==> config.mk <==
export PLATFORM = sky130hd
export DESIGN_NAME = melody_sequencer
export DESIGN_NICKNAME = d
export VERILOG_FILES = /design/src/rtl/melody_sequencer.sv
export SDC_FILE = /design/constraint.sdc
export NUM_CORES = 1
export LEC_CHECK = 0
export BUFFER_PORTS_ARGS = -buffer_cell sky130_fd_sc_hd__clkbuf_2
export CAP_MARGIN = 20
export CELL_PAD_IN_SITES_DETAIL_PLACEMENT = 0
export CELL_PAD_IN_SITES_GLOBAL_PLACEMENT = 1
export CORE_MARGIN = 5
export CORE_UTILIZATION = 35
export CTS_CLUSTER_DIAMETER = 100
export DETAILED_ROUTE_END_ITERATION = 6
export PLACE_DENSITY = 0.66
export SYNTH_ARGS = -nofsm -noshare
export SYNTH_HDL_FRONTEND = slang
export SYNTH_SLANG_ARGS = --single-unit
==> constraint.sdc <==
create_clock -name clk -period 3.9 [get_ports clk]
set_clock_uncertainty 0.2 [all_clocks]
set_input_delay 0.195 -clock clk [delete_from_list [all_inputs] [get_ports clk]]
set_output_delay 0.195 -clock clk [all_outputs]
set_load 0.05 [all_outputs]
==> src/rtl/melody_sequencer.sv <==
// Melody sequencer: walks an external song ROM one step at a time, holds each note for
// its programmed number of beats and drives the note index plus an articulated gate.
module melody_sequencer #(
    parameter int BEAT_CYCLES = 12_500_000,
    parameter int GAP_CYCLES  = 1_250_000,
    parameter int ADDR_W      = 8,
    parameter int MUTE_CODE   = 11
) (
    input  logic              clk,
    input  logic              rst_n,
    input  logic              start,
    input  logic              pause,
    input  logic              stop,
    input  logic              loop_en,
    output logic [ADDR_W-1:0] rom_addr,
    input  logic [7:0]        rom_data,
    output logic [3:0]        note_sel,
    output logic              gate,
    output logic              step_tick,
    output logic              busy,
    output logic              done
);

    localparam int                CNT_W     = $clog2(8 * BEAT_CYCLES + 1);
    localparam logic [CNT_W-1:0]  BEAT_CNT  = CNT_W'(BEAT_CYCLES);
    localparam logic [CNT_W-1:0]  GAP_CNT   = CNT_W'(GAP_CYCLES);
    localparam logic [CNT_W-1:0]  CNT_ONE   = CNT_W'(1);
    localparam logic [3:0]        MUTE_NOTE = 4'(MUTE_CODE);
    localparam logic [ADDR_W-1:0] LAST_ADDR = '1;
    localparam logic [ADDR_W-1:0] ADDR_ONE  = ADDR_W'(1);

    typedef enum logic [1:0] {
        IDLE,
        FETCH,
        PLAY,
        DONE
    } state_t;

    state_t              state_q, state_d;
    logic [ADDR_W-1:0]   rom_addr_q, rom_addr_d;
    logic [3:0]          note_sel_q, note_sel_d;
    logic [CNT_W-1:0]    note_cnt_q, note_cnt_d;
    logic                last_q, last_d;
    logic                gate_q, gate_d;
    logic                step_tick_q, step_tick_d;

    logic [2:0]          rom_dur;
    logic [3:0]          dur_beats;
    logic [CNT_W-1:0]    load_cnt;
    logic                song_end;

    // A zero duration field encodes the longest note (8 beats).
    assign rom_dur   = rom_data[6:4];
    assign dur_beats = (rom_dur == 3'd0) ? 4'd8 : {1'b0, rom_dur};
    assign load_cnt  = CNT_W'(dur_beats) * BEAT_CNT;
    assign song_end  = last_q || (rom_addr_q == LAST_ADDR);

    always_comb begin
        state_d     = state_q;
        rom_addr_d  = rom_addr_q;
        note_sel_d  = note_sel_q;
        note_cnt_d  = note_cnt_q;
        last_d      = last_q;
        step_tick_d = 1'b0;

        if (stop) begin
            state_d    = IDLE;
            rom_addr_d = '0;
            note_sel_d = MUTE_NOTE;
            note_cnt_d = '0;
            last_d     = 1'b0;
        end else begin
            case (state_q)
                IDLE: begin
                    if (start) begin
                        state_d    = FETCH;
                        rom_addr_d = '0;
                    end
                end
                FETCH: begin
                    note_sel_d  = rom_data[3:0];
                    last_d      = rom_data[7];
                    note_cnt_d  = load_cnt;
                    step_tick_d = 1'b1;
                    state_d     = PLAY;
                end
                PLAY: begin
                    if (!pause) begin
                        if (note_cnt_q == CNT_ONE) begin
                            note_cnt_d = '0;
                            if (!song_end) begin
                                rom_addr_d = rom_addr_q + ADDR_ONE;
                                state_d    = FETCH;
                            end else if (loop_en) begin
                                rom_addr_d = '0;
                                state_d    = FETCH;
                            end else begin
                                note_sel_d = MUTE_NOTE;
                                state_d    = DONE;
                            end
                        end else begin
                            note_cnt_d = note_cnt_q - CNT_ONE;
                        end
                    end
                end
                DONE: begin
                    if (start) begin
                        state_d    = FETCH;
                        rom_addr_d = '0;
                    end
                end
                default: begin
                    state_d = IDLE;
                end
            endcase
        end

        // Pause cannot hold FETCH, so the first PLAY cycle's gate ignores it.
        gate_d = (state_d == PLAY) && (note_cnt_d > GAP_CNT) &&
                 (note_sel_d != MUTE_NOTE) && ((state_q == FETCH) || !pause);
    end

    always_ff @(posedge clk or negedge rst_n) begin
        if (!rst_n) begin
            state_q     <= IDLE;
            rom_addr_q  <= '0;
            note_sel_q  <= MUTE_NOTE;
            note_cnt_q  <= '0;
            last_q      <= 1'b0;
            gate_q      <= 1'b0;
            step_tick_q <= 1'b0;
        end else begin
            state_q     <= state_d;
            rom_addr_q  <= rom_addr_d;
            note_sel_q  <= note_sel_d;
            note_cnt_q  <= note_cnt_d;
            last_q      <= last_d;
            gate_q      <= gate_d;
            step_tick_q <= step_tick_d;
        end
    end

    assign rom_addr  = rom_addr_q;
    assign note_sel  = note_sel_q;
    assign gate      = gate_q;
    assign step_tick = step_tick_q;
    assign busy      = (state_q == FETCH) || (state_q == PLAY);
    assign done      = (state_q == DONE);

endmodule

==> metrics.txt, run 1 <==
# TYPE chip_impl_metric gauge
chip_impl_metric{name="power.internal",unit="W"} 0.00124
chip_impl_metric{name="power_density_relative_to_cell_area",unit="mW/mm^2"} 522
chip_impl_info{name="status",value="finished, final reports clean"} 1
chip_impl_metric{name="placement.io_buffers",unit=""} 29
chip_impl_metric{name="finish.net_count",unit=""} 552
chip_impl_info{name="crit_type",value="primary input to register"} 1
chip_impl_info{name="synth-main-ff-cell",value="dfrtp_1"} 1
chip_impl_metric{name="maximum_number_of_pins_on_one_net_before_global_route_repair",unit=""} 45
chip_impl_metric{name="irDropWorstVdd",unit="mV"} 0.328
chip_impl_metric{name="detail_route.first_pass.iterations",unit=""} 5
chip_impl_metric{name="synthArstFlopShare",unit="%"} 100
chip_impl_metric{name="h-tree-depth",unit=""} 2
chip_impl_metric{name="power.net_switching",unit="W"} 0.00106
chip_impl_metric{name="die_height",unit="um"} 116
chip_impl_metric{name="ys_ff_latch",unit=""} 44
chip_impl_metric{name="clock_power_share",unit="%"} 21.4
chip_impl_metric{name="drt-wirelength-per-cell",unit="um"} 19.0
chip_impl_metric{name="n_antenna_cell",unit=""} 0
chip_impl_metric{name="slew_headroom",unit="%"} 54.6
chip_impl_metric{name="share_of_the_yosys_chip_area_belonging_to_registers",unit="%"} 28.0
chip_impl_metric{name="vias_per_cell",unit=""} 6.05
chip_impl_metric{name="post_synth.cell_area_avg",unit="sq um"} 7.99
chip_impl_metric{name="top_level_ports",unit=""} 30
chip_impl_metric{name="synth-edff-count",unit=""} 0
chip_impl_metric{name="synthesis.nets",unit=""} 532
chip_impl_info{name="layout_commonest_cell",value="nor2_1"} 1
chip_impl_metric{name="maxCapViolCount",unit=""} 0
chip_impl_metric{name="drt_iter0_markers",unit=""} 377
chip_impl_metric{name="areaGrowthSynthToFinish",unit="%"} 12.0
chip_impl_metric{name="finalHoldViolCount",unit=""} 0
chip_impl_metric{name="remaining_drc_errors",unit=""} 0
chip_impl_metric{name="layout.filler_cells",unit=""} 1151
chip_impl_metric{name="cts_num_sinks",unit=""} 44
chip_impl_metric{name="min_period_over_period",unit="%"} 91.4
chip_impl_metric{name="power.static_leakage",unit="nW"} 1.94
chip_impl_metric{name="critPathRequiredTime",unit="ns"} 3.84
chip_impl_metric{name="fin_tns_setup",unit="ns"} 0
chip_impl_info{name="timing.critical_path.from_type",value="primary input"} 1
chip_impl_metric{name="power.switching_fraction",unit="%"} 46.1
chip_impl_metric{name="start_util",unit="%"} 36.0
chip_impl_metric{name="globalRouteTotalUtil",unit="%"} 19.0
chip_impl_metric{name="vias",unit=""} 3957
chip_impl_metric{name="cts_made_buffers",unit=""} 5
chip_impl_metric{name="finalWirelength",unit="um"} 12400
chip_impl_metric{name="netlist_instances",unit=""} 493
chip_impl_metric{name="antenna_found_initial",unit=""} 0
chip_impl_metric{name="p_comb_share",unit="%"} 52.9
chip_impl_metric{name="synth_area",unit="sq mm"} 0.00394
chip_impl_metric{name="arrival",unit="ns"} 3.50
chip_impl_metric{name="grt_overflow",unit=""} 0
chip_impl_info{name="layout.cells.most_common_list",value="53 x nor2_1, 44 x a21oi_1, 41 x dfrtp_1"} 1
chip_impl_info{name="cts_tree",value="built"} 1
chip_impl_metric{name="global_route_wire_length_before_repair",unit="um"} 20300
chip_impl_metric{name="worst_setup_hold_path_clk_slew",unit="ns"} 0.07
chip_impl_metric{name="post-synth-top-area-fraction",unit="%"} 26.0
chip_impl_metric{name="grt_pass1_vias",unit=""} 3804
chip_impl_info{name="netlist_top_cells_area",value="dfrtp_1 26%, ha_1 7.9%, a21oi_1 5.6%, nor2_1 5.0%, o21ai_0 4.1%"} 1
chip_impl_metric{name="drive_gt1_share",unit="%"} 14.4
chip_impl_metric{name="row_count",unit=""} 38
chip_impl_metric{name="timing_max_transition_violations_final",unit=""} 0
chip_impl_metric{name="route.antenna.remaining_nets",unit=""} 0
chip_impl_metric{name="netlist-cell-type-count",unit=""} 78
chip_impl_info{name="worstHoldPathType",value="primary input to register"} 1
chip_impl_metric{name="p_total",unit="W"} 0.00230
chip_impl_metric{name="dieWidth",unit="um"} 116
chip_impl_metric{name="clock_latency",unit="ns"} 0.29
chip_impl_metric{name="power.share.sequential",unit="%"} 25.7
chip_impl_metric{name="final-setup-viol-count",unit=""} 0
chip_impl_metric{name="worst_pin_slew",unit="ns"} 0.678
chip_impl_metric{name="critPathMaxFanout",unit=""} 12
chip_impl_metric{name="hpwlAfterDp",unit="um"} 9040
chip_impl_metric{name="shortest_period_the_worst_path_allows",unit="ns"} 3.57
chip_impl_info{name="clockRootBuffer",value="clkbuf_16"} 1
chip_impl_info{name="worstSetupEndpointType",value="register"} 1
chip_impl_metric{name="core_area",unit="sq mm"} 0.0109
chip_impl_metric{name="yosys_warnings",unit=""} 0
chip_impl_metric{name="place_congestion",unit=""} 0.843
chip_impl_metric{name="cts_max_path_buffers",unit=""} 2
chip_impl_info{name="setup_repair_after_global_routing_missed_its_margin",value="false"} 1
chip_impl_metric{name="floorplan.die_area",unit="sq mm"} 0.0135
chip_impl_metric{name="timing.fmax",unit="GHz"} 0.280
chip_impl_info{name="post-synth-top-area-cell",value="dfrtp_1"} 1
==> cell usage after synthesis (all sizes together) (13+ instances only) <==
| library cell | instances |
|---|---|
| a21oi | 44 |
| clkbuf | 23 |
| dfrtp | 41 |
| ha | 25 |
| inv | 26 |
| nand2 | 34 |
| nand3 | 13 |
| nor2 | 53 |
| nor3 | 15 |
| nor4 | 15 |
| o21ai | 34 |
==> power by group through the flow <==
| stage | clock network [W] | logic [W] | registers (W) |
|---|---|---|---|
| 2_1_floorplan | 0 | 0.000820 | 0.000645 |
| 3_3_place_gp | 0 | 0.00120 | 0.000599 |
| 3_5_place_dp | 0 | 0.00119 | 0.000599 |
| 4_1_cts | 0.000500 | 0.00121 | 0.000591 |
| 5_1_grt | 0.000515 | 0.00134 | 0.000603 |
| 6_report | 0.000492 | 0.00122 | 0.000592 |
==> final timing paths <==
| check | startpoint | end | slack (ns) | depth (start not counted) |
|---|---|---|---|---|
| setup / recovery | rom_data[4] | gate | 0.33 | 14 |
| setup reg to reg | note_cnt_q[0] | gate | 0.36 | 10 |
| min in group asynchronous | rst_n | note_cnt_q[0] | 0.35 | 3 |
| max in group asynchronous | rst_n | note_cnt_q[25] | 2.74 | 3 |
| hold reg to reg | rom_addr[7] | rom_addr[7] | 0.32 | 1 |
| hold / removal | start | state_q[0] | 0.09 | 3 |
==> kinds of logic after synthesis <==
logic type               after synthesis  share of synthesized area, %
AND/OR/NAND/NOR                      189                          26.2
AO/OA/AOI/OAI                        157                          27.0
buffers and inverters                 56                          5.72
flip-flops                            44                          28.0
adder cells (fa/ha/maj)               25                          7.94
XOR/XNOR                              12                          2.67
multiplexers                           9                          2.29
other                                  1                        0.0952
==> critical path, stage by stage <==
cell and delay, ns:
clkbuf_2 0.20, a21oi_1 0.29, nor2_1 0.13, xnor2_1 0.14
ha_1 0.32, ha_1 0.34, a211oi_1 0.32, nor2_1 0.15
o21a_1 0.20, a41o_1 0.20, a221oi_1 0.36, a311oi_1 0.15
a31oi_1 0.32, a41oi_1 0.19
==> registers in the layout, indices dropped and copies added (netlist names) <==
name and count:
gate 1, last_q 1, note_cnt_q 27, note_sel 4
rom_addr 8, state_q 2, step_tick 1
==> cell type report <==
type                    count  area [sq um]  share of cell area (%)
clock buffers               5           125                    2.84
clock inverters             3          42.5                   0.964
well taps                 140           175                    3.97
inverters                  26          97.6                    2.21
multi-input cells         393          2610                    59.1
repair buffers             43           258                    5.84
flip-flops and latches     44          1100                    25.0
==> metrics by stage <==
step / std cells / hold slack, ns / instance area (sq um) / worst slack (ns) / utilization [%]
6_report: 654 / 0.0924 / 4410 / 0.334 / 40.4
5_1_grt: 654 / 0.0971 / 4410 / 0.186 / 40.4
4_1_cts: 654 / 0.0859 / 4410 / 0.405 / 40.4
3_5_place_dp: 643 / 0.133 / 4220 / 0.123 / 38.5
3_3_place_gp: 643 / 0.132 / 4220 / 0.156 / 38.5
2_1_floorplan: 493 / -0.301 / 3940 / 0.470 / -
==> metal layers <==
metal	up-vias	global-route usage, %	part of all wire (%)
li1	1897	-	-
met1	1893	26.7	46
met2	154	31.3	47
met3	13	2.54	6.7
met4	0	3.94	1.0
met5	-	0	0
==> what timing repair did <==
action / 4_1_cts / 5_1_grt
setup buffers: 0 / 0
hold buffers: 3 / 0
hold endpoints to repair: 43 / 0
gates resized for setup: 0 / 0
(Power assumes the default switching activity.)
==> run 2, diff against run 1 <==
==> constraint.sdc (replaced) <==
create_clock -name clk -period 4.4 [get_ports clk]
set_clock_uncertainty 0.2 [all_clocks]
set_input_delay 0.22 -clock clk [delete_from_list [all_inputs] [get_ports clk]]
set_output_delay 0.22 -clock clk [all_outputs]
set_load 0.1 [all_outputs]
==> run 2 against run 1 <==
Die area stayed put. Total power is 10% lower. Clock power is 21% lower. Utilization shrank 0.24 points. Via count is 0.13% lower. Final cell count decreased by 0.15%. Sequential power down 11%. Highest routed layer unchanged.
==> metrics.txt, run 2 (synthesis results as in run 1) <==
# TYPE chip_impl_metric gauge
chip_impl_metric{name="areaGrowthSynthToFinish",unit="%"} 11.3
chip_impl_info{name="layout.cells.most_common_list",value="53 x nor2_1, 44 x a21oi_1, 41 x dfrtp_1"} 1
chip_impl_info{name="worstHoldPathType",value="primary input to register"} 1
chip_impl_metric{name="vias_per_cell",unit=""} 6.05
chip_impl_info{name="cts_tree",value="built"} 1
chip_impl_metric{name="detail_route.first_pass.iterations",unit=""} 5
chip_impl_metric{name="drt-wirelength-per-cell",unit="um"} 19.0
chip_impl_metric{name="final-setup-viol-count",unit=""} 0
chip_impl_info{name="setup_repair_after_global_routing_missed_its_margin",value="false"} 1
chip_impl_info{name="crit_path_cell_trace",value="ha_1 -> nor3b_1 -> and4_4 -> a21oi_1 -> buf_4 -> and4_1 -> a2111oi_0 -> a311oi_1 -> a31oi_1 -> a41oi_1"} 1
chip_impl_metric{name="route.antenna.remaining_nets",unit=""} 0
chip_impl_metric{name="cts_made_buffers",unit=""} 5
chip_impl_metric{name="dieWidth",unit="um"} 116
chip_impl_metric{name="power.net_switching",unit="W"} 0.00101
chip_impl_metric{name="start_util",unit="%"} 36.0
chip_impl_metric{name="flip_flop_count_of_the_largest_register_all_copies_and_words_added",unit=""} 27
chip_impl_metric{name="grt_pass1_vias",unit=""} 3765
chip_impl_metric{name="drt_iter0_markers",unit=""} 394
chip_impl_info{name="timing.critical_path.from_type",value="register"} 1
chip_impl_metric{name="slew_headroom",unit="%"} 49.7
chip_impl_info{name="crit_type",value="register to register"} 1
chip_impl_metric{name="remaining_drc_errors",unit=""} 0
chip_impl_metric{name="finalHoldViolCount",unit=""} 0
chip_impl_metric{name="cts_max_path_buffers",unit=""} 2
chip_impl_metric{name="n_antenna_cell",unit=""} 0
chip_impl_metric{name="vias",unit=""} 3952
chip_impl_metric{name="power_density_relative_to_cell_area",unit="mW/mm^2"} 471
chip_impl_metric{name="worst_setup_hold_path_clk_slew",unit="ns"} 0.07
chip_impl_metric{name="critPathBufInv",unit=""} 1
chip_impl_metric{name="finish.net_count",unit=""} 551
chip_impl_metric{name="h-tree-depth",unit=""} 2
chip_impl_metric{name="floorplan.die_area",unit="sq mm"} 0.0135
chip_impl_metric{name="top_level_ports",unit=""} 30
chip_impl_metric{name="global_route_wire_length_before_repair",unit="um"} 20200
chip_impl_metric{name="placement.io_buffers",unit=""} 29
chip_impl_info{name="clockRootBuffer",value="clkbuf_16"} 1
chip_impl_metric{name="maxCapViolCount",unit=""} 0
chip_impl_metric{name="shortest_period_the_worst_path_allows",unit="ns"} 3.54
chip_impl_metric{name="clock_power_share",unit="%"} 18.9
chip_impl_metric{name="min_period_over_period",unit="%"} 80.6
chip_impl_metric{name="worst_path_largest_cell_delay",unit="ns"} 0.63
chip_impl_metric{name="row_count",unit=""} 38
chip_impl_metric{name="power.static_leakage",unit="nW"} 1.94
chip_impl_info{name="cp_slowest_cell",value="a2111oi_0"} 1
chip_impl_metric{name="timing_max_transition_violations_final",unit=""} 0
chip_impl_metric{name="irDropWorstVdd",unit="mV"} 0.385
chip_impl_metric{name="critPathMaxFanout",unit=""} 11
chip_impl_metric{name="antenna_found_initial",unit=""} 0
chip_impl_metric{name="drive_gt1_share",unit="%"} 14.2
chip_impl_metric{name="timing.fmax",unit="GHz"} 0.282
chip_impl_metric{name="grt_overflow",unit=""} 0
chip_impl_metric{name="critPathRequiredTime",unit="ns"} 4.35
chip_impl_metric{name="power.internal",unit="W"} 0.00105
chip_impl_metric{name="post_cts.resized_instances",unit=""} 0
chip_impl_metric{name="hpwlAfterDp",unit="um"} 9320
chip_impl_info{name="layout_commonest_cell",value="nor2_1"} 1
chip_impl_metric{name="cts_num_sinks",unit=""} 44
chip_impl_metric{name="p_comb_share",unit="%"} 55.6
chip_impl_metric{name="arrival",unit="ns"} 3.49
chip_impl_metric{name="worst_hold_slack",unit="ns"} 0.102
chip_impl_info{name="status",value="finished, final reports clean"} 1
chip_impl_metric{name="worst_pin_slew",unit="ns"} 0.736
chip_impl_info{name="worst_path_dominant_cell_family",value="compound AO/OA/AOI/OAI gates"} 1
chip_impl_metric{name="maximum_number_of_pins_on_one_net_before_global_route_repair",unit=""} 45
chip_impl_metric{name="fin_tns_setup",unit="ns"} 0
chip_impl_info{name="worstSetupEndpointType",value="register"} 1
chip_impl_metric{name="globalRouteTotalUtil",unit="%"} 18.9
chip_impl_metric{name="finalWirelength",unit="um"} 12400
chip_impl_metric{name="power.share.sequential",unit="%"} 25.5
chip_impl_metric{name="clock_latency",unit="ns"} 0.29
chip_impl_metric{name="die_height",unit="um"} 116
chip_impl_metric{name="power.switching_fraction",unit="%"} 49.1
chip_impl_info{name="registers.top_by_ff_count",value="note_cnt_q"} 1
chip_impl_metric{name="core_area",unit="sq mm"} 0.0109
chip_impl_metric{name="place_congestion",unit=""} 0.898
[run 2: changes by cell type in the layout (fill, tap and decap cells not counted), sizes merged]
cell	previous run	this run
buf	11	10
bufinv	1	0
clkbuf	34	35
clkinv	1	2
clkinvlp	1	0
[run 2: final cells by class]
class	count	area, sq um
inverters	26	97.6
clock inverters	2	10.0
clock buffers	6	139
repair buffers	42	250
flip-flops and latches	44	1100
multi-input cells	393	2610
fillers	1132	6550
well taps	140	175
[run 2: final timing paths]
check / startpoint / to / slack [ns] / cells after the start
setup / recovery: note_cnt_q[0] / gate / 0.86 / 10
hold / removal: start / state_q[0] / 0.10 / 3
setup reg to reg: note_cnt_q[0] / gate / 0.86 / 10
hold reg to reg: rom_addr[7] / rom_addr[7] / 0.34 / 1
max in group asynchronous: rst_n / note_cnt_q[17] / 3.22 / 3
min in group asynchronous: rst_n / note_cnt_q[0] / 0.37 / 3
[run 2: per-stage QoR]
step	power (W)	area (sq um)	utilization, %	worst slack [ns]	std cells
global placement	0.00166	4210	38.5	0.815	642
floorplan	0.00138	3940	-	0.945	493
CTS	0.00205	4390	40.1	0.848	653
global route	0.00219	4390	40.1	0.527	653
finish	0.00206	4390	40.1	0.856	653
detailed placement	0.00166	4210	38.5	0.649	642
[run 2: power groups by stage]
stage,clock network [W],registers [W],logic (W)
floorplan,0,0.000632,0.000744
global placement,0,0.000531,0.00113
detailed placement,0,0.000533,0.00113
CTS,0.000391,0.000526,0.00114
global route,0.000409,0.000535,0.00125
finish,0.000390,0.000527,0.00115
[run 2: worst reg2reg max path, stage by stage, from the launching register on]
cell and delay, ns:
dfrtp_1 0.57, ha_1 0.23, nor3b_1 0.26, and4_4 0.29
a21oi_1 0.22, buf_4 0.25, and4_1 0.19, a2111oi_0 0.63
a311oi_1 0.19, a31oi_1 0.23, a41oi_1 0.15
[run 2: metal layers]
layer	GRT usage, %	vias up	wire, um
li1	-	1891	-
met1	26.1	1893	5660
met2	30.9	148	5710
met3	2.69	20	820
met4	5.03	0	235
met5	0	-	0
[run 2: repair_timing]
action,CTS,global route
setup buffers,0,0
hold buffers,3,0
endpoints found under the hold margin,43,0
